==> src/rtl/crater_carver_pkg.sv <==
// Shared types and constants for the terrain column store and the crater carver.
package crater_carver_pkg;
  localparam int COLS = 640;
  localparam int ROWS = 480;
  localparam int XW   = 10;
  localparam int SW   = 12;

  typedef logic [ROWS-1:0] col_t;
  typedef logic [XW-1:0]   coord_t;

  typedef enum logic [2:0] {
    ST_IDLE, ST_NEXT, ST_READ, ST_WAIT, ST_MODIFY, ST_WRITE, ST_DONE
  } carve_state_e;

  // floor(sqrt(r^2 - dx^2)); 0 once |dx| exceeds r
  function automatic int chord_len(input int r, input int dx);
    int rem;
    int h;
    rem = r * r - dx * dx;
    h   = 0;
    for (int i = 1; i < 64; i++)
      if (i * i <= rem) h = i;
    return h;
  endfunction
endpackage

==> src/rtl/crater_carver_if.sv <==
// Impact request handshake plus terrain carve-read / write port bundle.
interface crater_carver_if;
  import crater_carver_pkg::*;
  logic   impact_valid, impact_ready;
  coord_t impact_x, impact_y;
  logic   wr_window;
  coord_t rd_addr;
  col_t   rd_data;
  logic   we;
  coord_t write_addr;
  col_t   write_data;
  logic   done;

  modport slave (
    input  impact_valid, impact_x, impact_y, wr_window, rd_data,
    output impact_ready, rd_addr, we, write_addr, write_data, done
  );
  modport master (
    output impact_valid, impact_x, impact_y, wr_window, rd_data,
    input  impact_ready, rd_addr, we, write_addr, write_data, done
  );
endinterface

==> src/rtl/crater_carver_chord_lut.sv <==
// Half-chord ROM: |dx| -> floor(sqrt(R^2-dx^2)), built at elaboration.
module crater_carver_chord_lut
  import crater_carver_pkg::*;
#(
  parameter int RADIUS = 16
) (
  input  logic [5:0] adx_i,
  output logic [5:0] h_o
);
  logic [5:0] rom [0:63];

  // entries beyond RADIUS come out as 0 and are never addressed
  for (genvar g = 0; g < 64; g++) begin : g_rom
    assign rom[g] = 6'(chord_len(RADIUS, g));
  end

  assign h_o = rom[adx_i];
endmodule

==> src/rtl/crater_carver.sv <==
// Carves a circular crater into the terrain column store by column read-modify-write.
module crater_carver
  import crater_carver_pkg::*;
#(
  parameter int RADIUS = 16
) (
  input logic             clk,
  input logic             reset,
  crater_carver_if.slave  bus
);
  carve_state_e         state_q;
  coord_t               cx_q, cy_q, rd_addr_q, write_addr_q;
  logic signed [SW-1:0] dx_q;
  col_t                 col_q;
  logic                 ready_q, done_q;

  logic signed [SW-1:0] x_d, lo_d, hi_d, lo_c, hi_c;
  logic [5:0]           adx_d, h_d;
  col_t                 mask_d;

  assign x_d   = $signed({2'b00, cx_q}) + dx_q;
  assign adx_d = dx_q[SW-1] ? 6'(-dx_q) : 6'(dx_q);

  crater_carver_chord_lut #(.RADIUS(RADIUS)) u_chord_lut (
    .adx_i (adx_d),
    .h_o   (h_d)
  );

  assign lo_d = $signed({2'b00, cy_q}) - $signed({6'b0, h_d});
  assign hi_d = $signed({2'b00, cy_q}) + $signed({6'b0, h_d});

  // range mask lo..hi clamped to the column; empty when the chord starts below the column
  always_comb begin
    lo_c   = lo_d[SW-1] ? '0 : lo_d;
    hi_c   = (hi_d > SW'(ROWS-1)) ? SW'(ROWS-1) : hi_d;
    mask_d = '0;
    for (int i = 0; i < ROWS; i++)
      mask_d[i] = (lo_d <= SW'(ROWS-1)) && (SW'(i) >= lo_c) && (SW'(i) <= hi_c);
  end

  always_ff @(posedge clk or posedge reset) begin
    if (reset) begin
      state_q      <= ST_IDLE;
      cx_q         <= '0;
      cy_q         <= '0;
      dx_q         <= '0;
      rd_addr_q    <= '0;
      write_addr_q <= '0;
      col_q        <= '0;
      ready_q      <= 1'b1;
      done_q       <= 1'b0;
    end else begin
      done_q <= 1'b0;
      unique case (state_q)
        ST_IDLE: if (bus.impact_valid) begin
          cx_q    <= bus.impact_x;
          cy_q    <= bus.impact_y;
          dx_q    <= -SW'(RADIUS);
          ready_q <= 1'b0;
          state_q <= ST_NEXT;
        end
        // off-screen columns are skipped one per cycle without touching terrain
        ST_NEXT: begin
          if (dx_q > SW'(RADIUS)) begin
            done_q  <= 1'b1;
            state_q <= ST_DONE;
          end else if (x_d[SW-1] || (x_d >= SW'(COLS))) begin
            dx_q <= dx_q + SW'(1);
          end else begin
            rd_addr_q <= x_d[XW-1:0];
            state_q   <= ST_READ;
          end
        end
        ST_READ: state_q <= ST_WAIT;
        ST_WAIT: begin
          col_q   <= bus.rd_data;
          state_q <= ST_MODIFY;
        end
        ST_MODIFY: begin
          col_q        <= col_q & ~mask_d;
          write_addr_q <= rd_addr_q;
          state_q      <= ST_WRITE;
        end
        ST_WRITE: if (bus.wr_window) begin
          dx_q    <= dx_q + SW'(1);
          state_q <= ST_NEXT;
        end
        ST_DONE: begin
          ready_q <= 1'b1;
          state_q <= ST_IDLE;
        end
        default: state_q <= ST_IDLE;
      endcase
    end
  end

  // we must coincide with the window cycle itself, so it is gated combinationally
  assign bus.we           = (state_q == ST_WRITE) && bus.wr_window;
  assign bus.impact_ready = ready_q;
  assign bus.rd_addr      = rd_addr_q;
  assign bus.write_addr   = write_addr_q;
  assign bus.write_data   = col_q;
  assign bus.done         = done_q;
endmodule

==> src/flat_wrapper.sv <==
// flat-port wrapper written by rule: the top's interface ports become plain ports
module crater_carver_flat import crater_carver_pkg::*;
#(
  parameter int RADIUS = 16
)
  (clk, reset, bus_impact_valid, bus_impact_x, bus_impact_y, bus_wr_window, bus_rd_data, bus_impact_ready, bus_rd_addr, bus_we, bus_write_addr, bus_write_data, bus_done);
  crater_carver_if bus_i ();
  input logic clk;
  input logic reset;
  input wire logic [$bits(bus_i.impact_valid)-1:0] bus_impact_valid;
  input wire logic [$bits(bus_i.impact_x)-1:0] bus_impact_x;
  input wire logic [$bits(bus_i.impact_y)-1:0] bus_impact_y;
  input wire logic [$bits(bus_i.wr_window)-1:0] bus_wr_window;
  input wire logic [$bits(bus_i.rd_data)-1:0] bus_rd_data;
  output wire logic [$bits(bus_i.impact_ready)-1:0] bus_impact_ready;
  output wire logic [$bits(bus_i.rd_addr)-1:0] bus_rd_addr;
  output wire logic [$bits(bus_i.we)-1:0] bus_we;
  output wire logic [$bits(bus_i.write_addr)-1:0] bus_write_addr;
  output wire logic [$bits(bus_i.write_data)-1:0] bus_write_data;
  output wire logic [$bits(bus_i.done)-1:0] bus_done;
  assign bus_i.impact_valid = bus_impact_valid;
  assign bus_i.impact_x = bus_impact_x;
  assign bus_i.impact_y = bus_impact_y;
  assign bus_i.wr_window = bus_wr_window;
  assign bus_i.rd_data = bus_rd_data;
  assign bus_impact_ready = bus_i.impact_ready;
  assign bus_rd_addr = bus_i.rd_addr;
  assign bus_we = bus_i.we;
  assign bus_write_addr = bus_i.write_addr;
  assign bus_write_data = bus_i.write_data;
  assign bus_done = bus_i.done;
  crater_carver #(.RADIUS(RADIUS)) u_core (.clk(clk), .reset(reset), .bus(bus_i));
endmodule
==> config.mk <==
export PLATFORM = sky130hd
export DESIGN_NAME = crater_carver_flat
export DESIGN_NICKNAME = d
export VERILOG_FILES = /design/src/rtl/crater_carver_pkg.sv /design/src/rtl/crater_carver_if.sv /design/src/rtl/crater_carver_chord_lut.sv /design/src/rtl/crater_carver.sv /design/src/flat_wrapper.sv
export SDC_FILE = /design/constraint.sdc
export NUM_CORES = 2
export LEC_CHECK = 0
export ABC_AREA = 1
export CAP_MARGIN = 10
export CORE_AREA = 8 8 384 386
export DETAILED_ROUTE_END_ITERATION = 12
export DIE_AREA = 0 0 392 394
export PLACE_DENSITY = 0.43
export SETUP_SLACK_MARGIN = 0.2
export SLEW_MARGIN = 10
export SYNTH_ARGS = -nofsm -noshare
export SYNTH_HDL_FRONTEND = slang
export SYNTH_SLANG_ARGS = --single-unit
==> constraint.sdc <==
create_clock -name clk -period 25.4 [get_ports clk]
set_input_delay 6.35 -clock clk [delete_from_list [all_inputs] [get_ports clk]]
set_output_delay 6.35 -clock clk [all_outputs]
set_load 0.03 [all_outputs]
After elaboration in Yosys (flattened, before gate mapping). Memory sizes are Yosys's and may differ from the RTL's. Index checks and enable logic that the tools add are counted.

Register bits after elaboration: 537. Memory bits (read-only): 384. Input port bits: 504. Output and inout port bits: 503. Word-level logic and storage cells: 1987. Memories: 1.

$add $sub $neg: 5. Magnitude comparators: 965. Equal/unequal tests: 11. Multiplexer cells: 20. Bitwise logic cells: 5. Reductions and logical operators: 971.

Memories: (name not given) (depth 64, width 6, read ports 1, clocked after Yosys merged registers in 0, write ports 0, RTL line crater_carver_chord_lut.sv:17) `assign h_o = rom[adx_i];`.

Operators by type and width (count): 10-bit by 12-bit >= comparator with 1-bit output, first input constant (224); 10-bit by 12-bit <= comparator with 1-bit output, first input constant (224); 9-bit by 12-bit >= comparator with 1-bit output, first input constant (128); 9-bit by 12-bit <= comparator with 1-bit output, first input constant (128); 1-bit logical AND (961); 480-bit case mux with 2 select lines (1); 8-bit by 12-bit >= comparator with 1-bit output, first input constant (64); 8-bit by 12-bit <= comparator with 1-bit output, first input constant (64); 480-bit bitwise AND (1); 480-bit NOT (1); 7-bit by 12-bit >= comparator with 1-bit output, first input constant (32); 7-bit by 12-bit <= comparator with 1-bit output, first input constant (32); 6-bit by 12-bit >= comparator with 1-bit output, first input constant (16); 6-bit by 12-bit <= comparator with 1-bit output, first input constant (16); 5-bit by 12-bit >= comparator with 1-bit output, first input constant (8); 5-bit by 12-bit <= comparator with 1-bit output, first input constant (8); 12-bit two-way mux (5); 4-bit by 12-bit >= comparator with 1-bit output, first input constant (4); 4-bit by 12-bit <= comparator with 1-bit output, first input constant (4); 12-bit case mux with 3 select lines (1); 3-bit by 12-bit >= comparator with 1-bit output, first input constant (2); 3-bit by 12-bit <= comparator with 1-bit output, first input constant (2); 6-bit two-way mux (3); 3-bit case mux with 6 select lines (1); 33 further kinds (47).

Longest topological paths before layout.
Depth after elaboration: 14. Gate-level depth with buffers: 33. Gate-level depth less buffers: 31.

Modules after synthesis. Synthesis repeated with hierarchy kept, for this count alone.

Cell total of the unflattened synthesis: 5348. Area total of the unflattened synthesis: 35769.3 sq um.

By module, submodules not included: crater_carver (instances 1, cells each 5321, area an instance 35650.4 sq um); crater_carver_chord_lut (instances 1, cells each 27, area an instance 118.9 sq um).

Worst setup path after synthesis. No wires, ideal clock.

Path type: input to output. Start point: input bus_wr_window. End point: output bus_we. Arrival: 6.669 ns. Required time: 19.050 ns. Slack: 12.381 ns. Cell stages on the path: 1. Buffers on the path: 0. Cells stage by stage: and3_1.

Word-level cells in the longest chain between the ends: 1.

Ends and longest elaborated chain: start, declared (RTL line flat_wrapper.sv:13) `input wire logic [$bits(bus_i.wr_window)-1:0] bus_wr_window;`; 1-bit logical AND (RTL line crater_carver.sv:98) `assign bus.we = (state_q == ST_WRITE) && bus.wr_window;`; end, declared (RTL line flat_wrapper.sv:17) `output wire logic [$bits(bus_i.we)-1:0] bus_we;`.

Every way passes these cells.

Worst setup path in the final report. Ends and elaborated chain as after synthesis.

==> flow_metrics.tcl <==
set metrics [dict create \
    reg2reg_depth 26 \
    finish.net_count 6422 \
    cp.required_ns 19.05 \
    synth_cells 5055 \
    clk_pin_slew_worst_paths_ns 0.06 \
    global_route.overflow_total 0 \
    crit_start "bus_wr_window" \
    die_height_um 394 \
    worst_hold_path_type "reg -> reg" \
    grt_first_pass_wirelength_um 368300 \
    number_of_distinct_standard_cells_referenced_by_the_synthesized_netlist 66 \
    cts.repair_timing.setup_buffer_count 0 \
    fmax_ghz 0.07121 \
    grt_start_max_net_pins 163 \
    detail_route.first_pass.iterations 7 \
    wirelength_um 279100 \
    clock_tree.root_cell "clkbuf_16" \
    num-fill-cells 15330 \
    timing.final.setup_violations 0 \
    initial_utilization_pct 25.05 \
    drv_slew 0 \
    crit_top_cell "clkdlybuf4s50_1" \
    crit_buf_inv 2 \
    tightest_slew_ns 1.344 \
    area_growth_pct 40.20 \
    timing.setup.tns_ns 0 \
    critical_path.top_delay_family "buffers and inverters" \
    num_io_pins 1007 \
    drive_gt1_share_pct 6.967 \
    die-area_mm2 0.1544 \
    worst_ep_arrival_time_ns 7.69 \
    worst_r2r_startpoint "u_core.dx_q[1]$_DFFE_PP0P_" \
    worstPathCellList "clkdlybuf4s50_1, and3_1, clkdlybuf4s50_1" \
    cts_max_level 3 \
    crit_path_max_fanout 2 \
    avgViaCountPerCell 5.475 \
    slowest_delay_ns 0.68 \
    track_usage_pct 34.32 \
    max-clock-path-buffers 3 \
    route.detailed.drc 0 \
    post-route-min-period_ns 14.04 \
    grt_setup_unrepaired "false" \
    coreArea_mm2 0.1409 \
    buffer_ports.inserted 1006 \
    tritoncts_clock_tree "built" \
    hold_end "u_core.bus.write_addr[1]$_DFFE_PP0P_" \
    finClkSkew_ns 0.03294 \
    r2r-end "u_core.bus.write_data[11]$_DFFE_PP0N_" \
    dieWidth_um 392 \
    postSynthNetCount 5584 \
    core.rowCount 138 \
    timing.max_slew.rel_slack_pct 10.43 \
    reg2reg_slack_ns 18.14 \
    antenna_left 0 \
    avgSynthCellArea_um2 6.982 \
    timing_worst_setup_path_type "in -> out" \
    post_cts_resize_count 0 \
    layoutNonFillerInstCount 7874 \
    violation_count_after_the_first_detailed_route_iteration 5964 \
    routabilityCongestion 1.040 \
    timing.max_cap.violations 0 \
    min_from "u_core.bus.write_addr[1]$_DFFE_PP0P_" \
    run_status "finished clean" \
    final_min_period_over_clock_period_pct 55.29 \
    timing.critical_path.slowest_stage_cell "clkdlybuf4s50_1" \
    routedWlPerCell_um 35.45 \
    dpl.hpwl_um 208900 \
    ys_ff_latch 537 \
    setup_crit_start_kind "input port" \
    grt_pass1_vias 41090 \
    critPathCaptureType "output pin" \
    clkSinkCount 537 \
    number_of_antenna_violations_at_the_first_check_in_global_routing 85 \
    ctsHoldBuffers 0 \
    count_of_yosys_warnings_during_synthesis 0 \
    cts-buffers-inserted 74 \
    final_hold_viol_count 0 \
    dp_cells 7707 \
    syn-cell-area_mm2 0.03529 \
    yosysSeqAreaShare_pct 38.08 \
    vias 43110 \
    worstSkewPairLatency_ns 0.71 \
    hold_depth 2 \
]
==> state kept, by name, summed over array words and instances, names as in the netlist <==
register	count
u_core.bus.done	1
u_core.bus.impact_ready	1
u_core.bus.rd_addr	10
u_core.bus.write_addr	10
u_core.bus.write_data	480
u_core.cx_q	10
u_core.cy_q	10
u_core.dx_q	12
u_core.state_q	3
==> layout make-up <==
class                      count  area [um^2]  share of cell area [%]
antenna                       42        105.1                  0.2124
clock inverter                24        287.8                  0.5816
tap                         1890         2365                   4.779
multi-input combinational   3742        18770                   37.93
sequential                   537        13440                   27.16
timing repair buffer        1086        10730                   21.69
clock buffer                 101         2054                   4.152
inverter                     452         1732                   3.499
==> Yosys cell counts (all sizes together) <==
cell type	instances	share of area, %
nor3	26	0.43
and3	1	0.018
o21bai	25	0.53
buf	127	2.0
dfrtp	536	38
a21boi	10	0.21
xor2	24	0.70
nand3b	4	0.085
a22o	1	0.025
clkinv	4	0.043
o31ai	2	0.043
a21oi	411	5.9
a41oi	11	0.27
nand4	64	1.5
inv	448	4.8
xnor2	3	0.074
or2	32	0.57
nor3b	1	0.021
o221ai	2	0.050
o22ai	1	0.018
ha	22	0.78
o2111ai	7	0.17
nand2	1327	14
nor4	2	0.035
fa	3	0.17
o211ai	51	1.2
nand3	337	4.9
o2bb2ai	1	0.025
and2	1	0.018
a22oi	8	0.17
clkbuf	197	2.1
dfstp	1	0.074
a211oi	1	0.021
mux2i	110	3.1
a32oi	16	0.40
mux2	12	0.38
o21ai	744	11
nor2	436	5.4
a31oi	45	0.80
a21o	1	0.021
==> worst min-delay path: cells and delay by family, from the launching register on <==
kind            cells  cell delay [ns]
flops               1             0.34
compound gates      1             0.06
simple gates        1             0.05
==> layout by cell type, fill, tap and decap left out, drive strengths merged, types with 16 or more instances in the layout <==
cell / netlist / final
a21oi: 411 / 411
a31oi: 45 / 45
a32oi: 16 / 16
buf: 127 / 80
clkbuf: 197 / 101
clkdlybuf4s50: 0 / 1006
clkinv: 4 / 19
dfrtp: 536 / 536
diode: 0 / 42
ha: 22 / 22
inv: 448 / 450
mux2i: 110 / 110
nand2: 1327 / 1327
nand3: 337 / 337
nand4: 64 / 64
nor2: 436 / 436
nor3: 26 / 26
o211ai: 51 / 51
o21ai: 744 / 744
o21bai: 25 / 25
or2: 32 / 32
xor2: 24 / 24
==> kinds of logic after synthesis <==
logic type	share of synthesized area [%]
AND/OR/NAND/NOR	27.34
AO/OA/AOI/OAI	20.45
buffers and inverters	8.905
flip-flops	38.08
multiplexers	3.503
XOR/XNOR	0.7764
adder cells (fa/ha/maj)	0.9501
==> through the flow <==
step | util [%] | setup slack (ns) | instance area, um^2 | hold slack (ns)
after floorplan | - | 4.043 | 35290 | 0.4807
after global placement | 33.38 | 11.37 | 47040 | 0.4685
after detailed placement | 33.38 | 11.37 | 47040 | 0.4766
after CTS | 35.05 | 11.36 | 49380 | 0.4909
after global routing | 35.07 | 11.34 | 49410 | 0.5024
final | 35.12 | 11.36 | 49480 | 0.4816
==> worst max path at each step <==
stage / end / slack [ns] / cells after the start
floorplan: u_core.bus.done$_DFF_PP0_ / 4.04 / 1
global placement: bus_we / 11.37 / 3
detailed placement: bus_we / 11.37 / 3
CTS: bus_we / 11.36 / 3
global route: bus_we / 11.34 / 3
finish: bus_we / 11.36 / 3
==> routing by layer <==
layer  part of all wire, %  vias up  global-route usage, %
li1                      -    18480                      -
met1                    38    21100                  41.47
met2                    44     2747                  52.77
met3                    11      721                  12.16
met4                   7.0       64                  19.42
met5                  0.15        -                      0
Power is left out: the tool's default activity adds up to more than one toggle a clock period on the data nets, which glitch-free logic cannot reach.
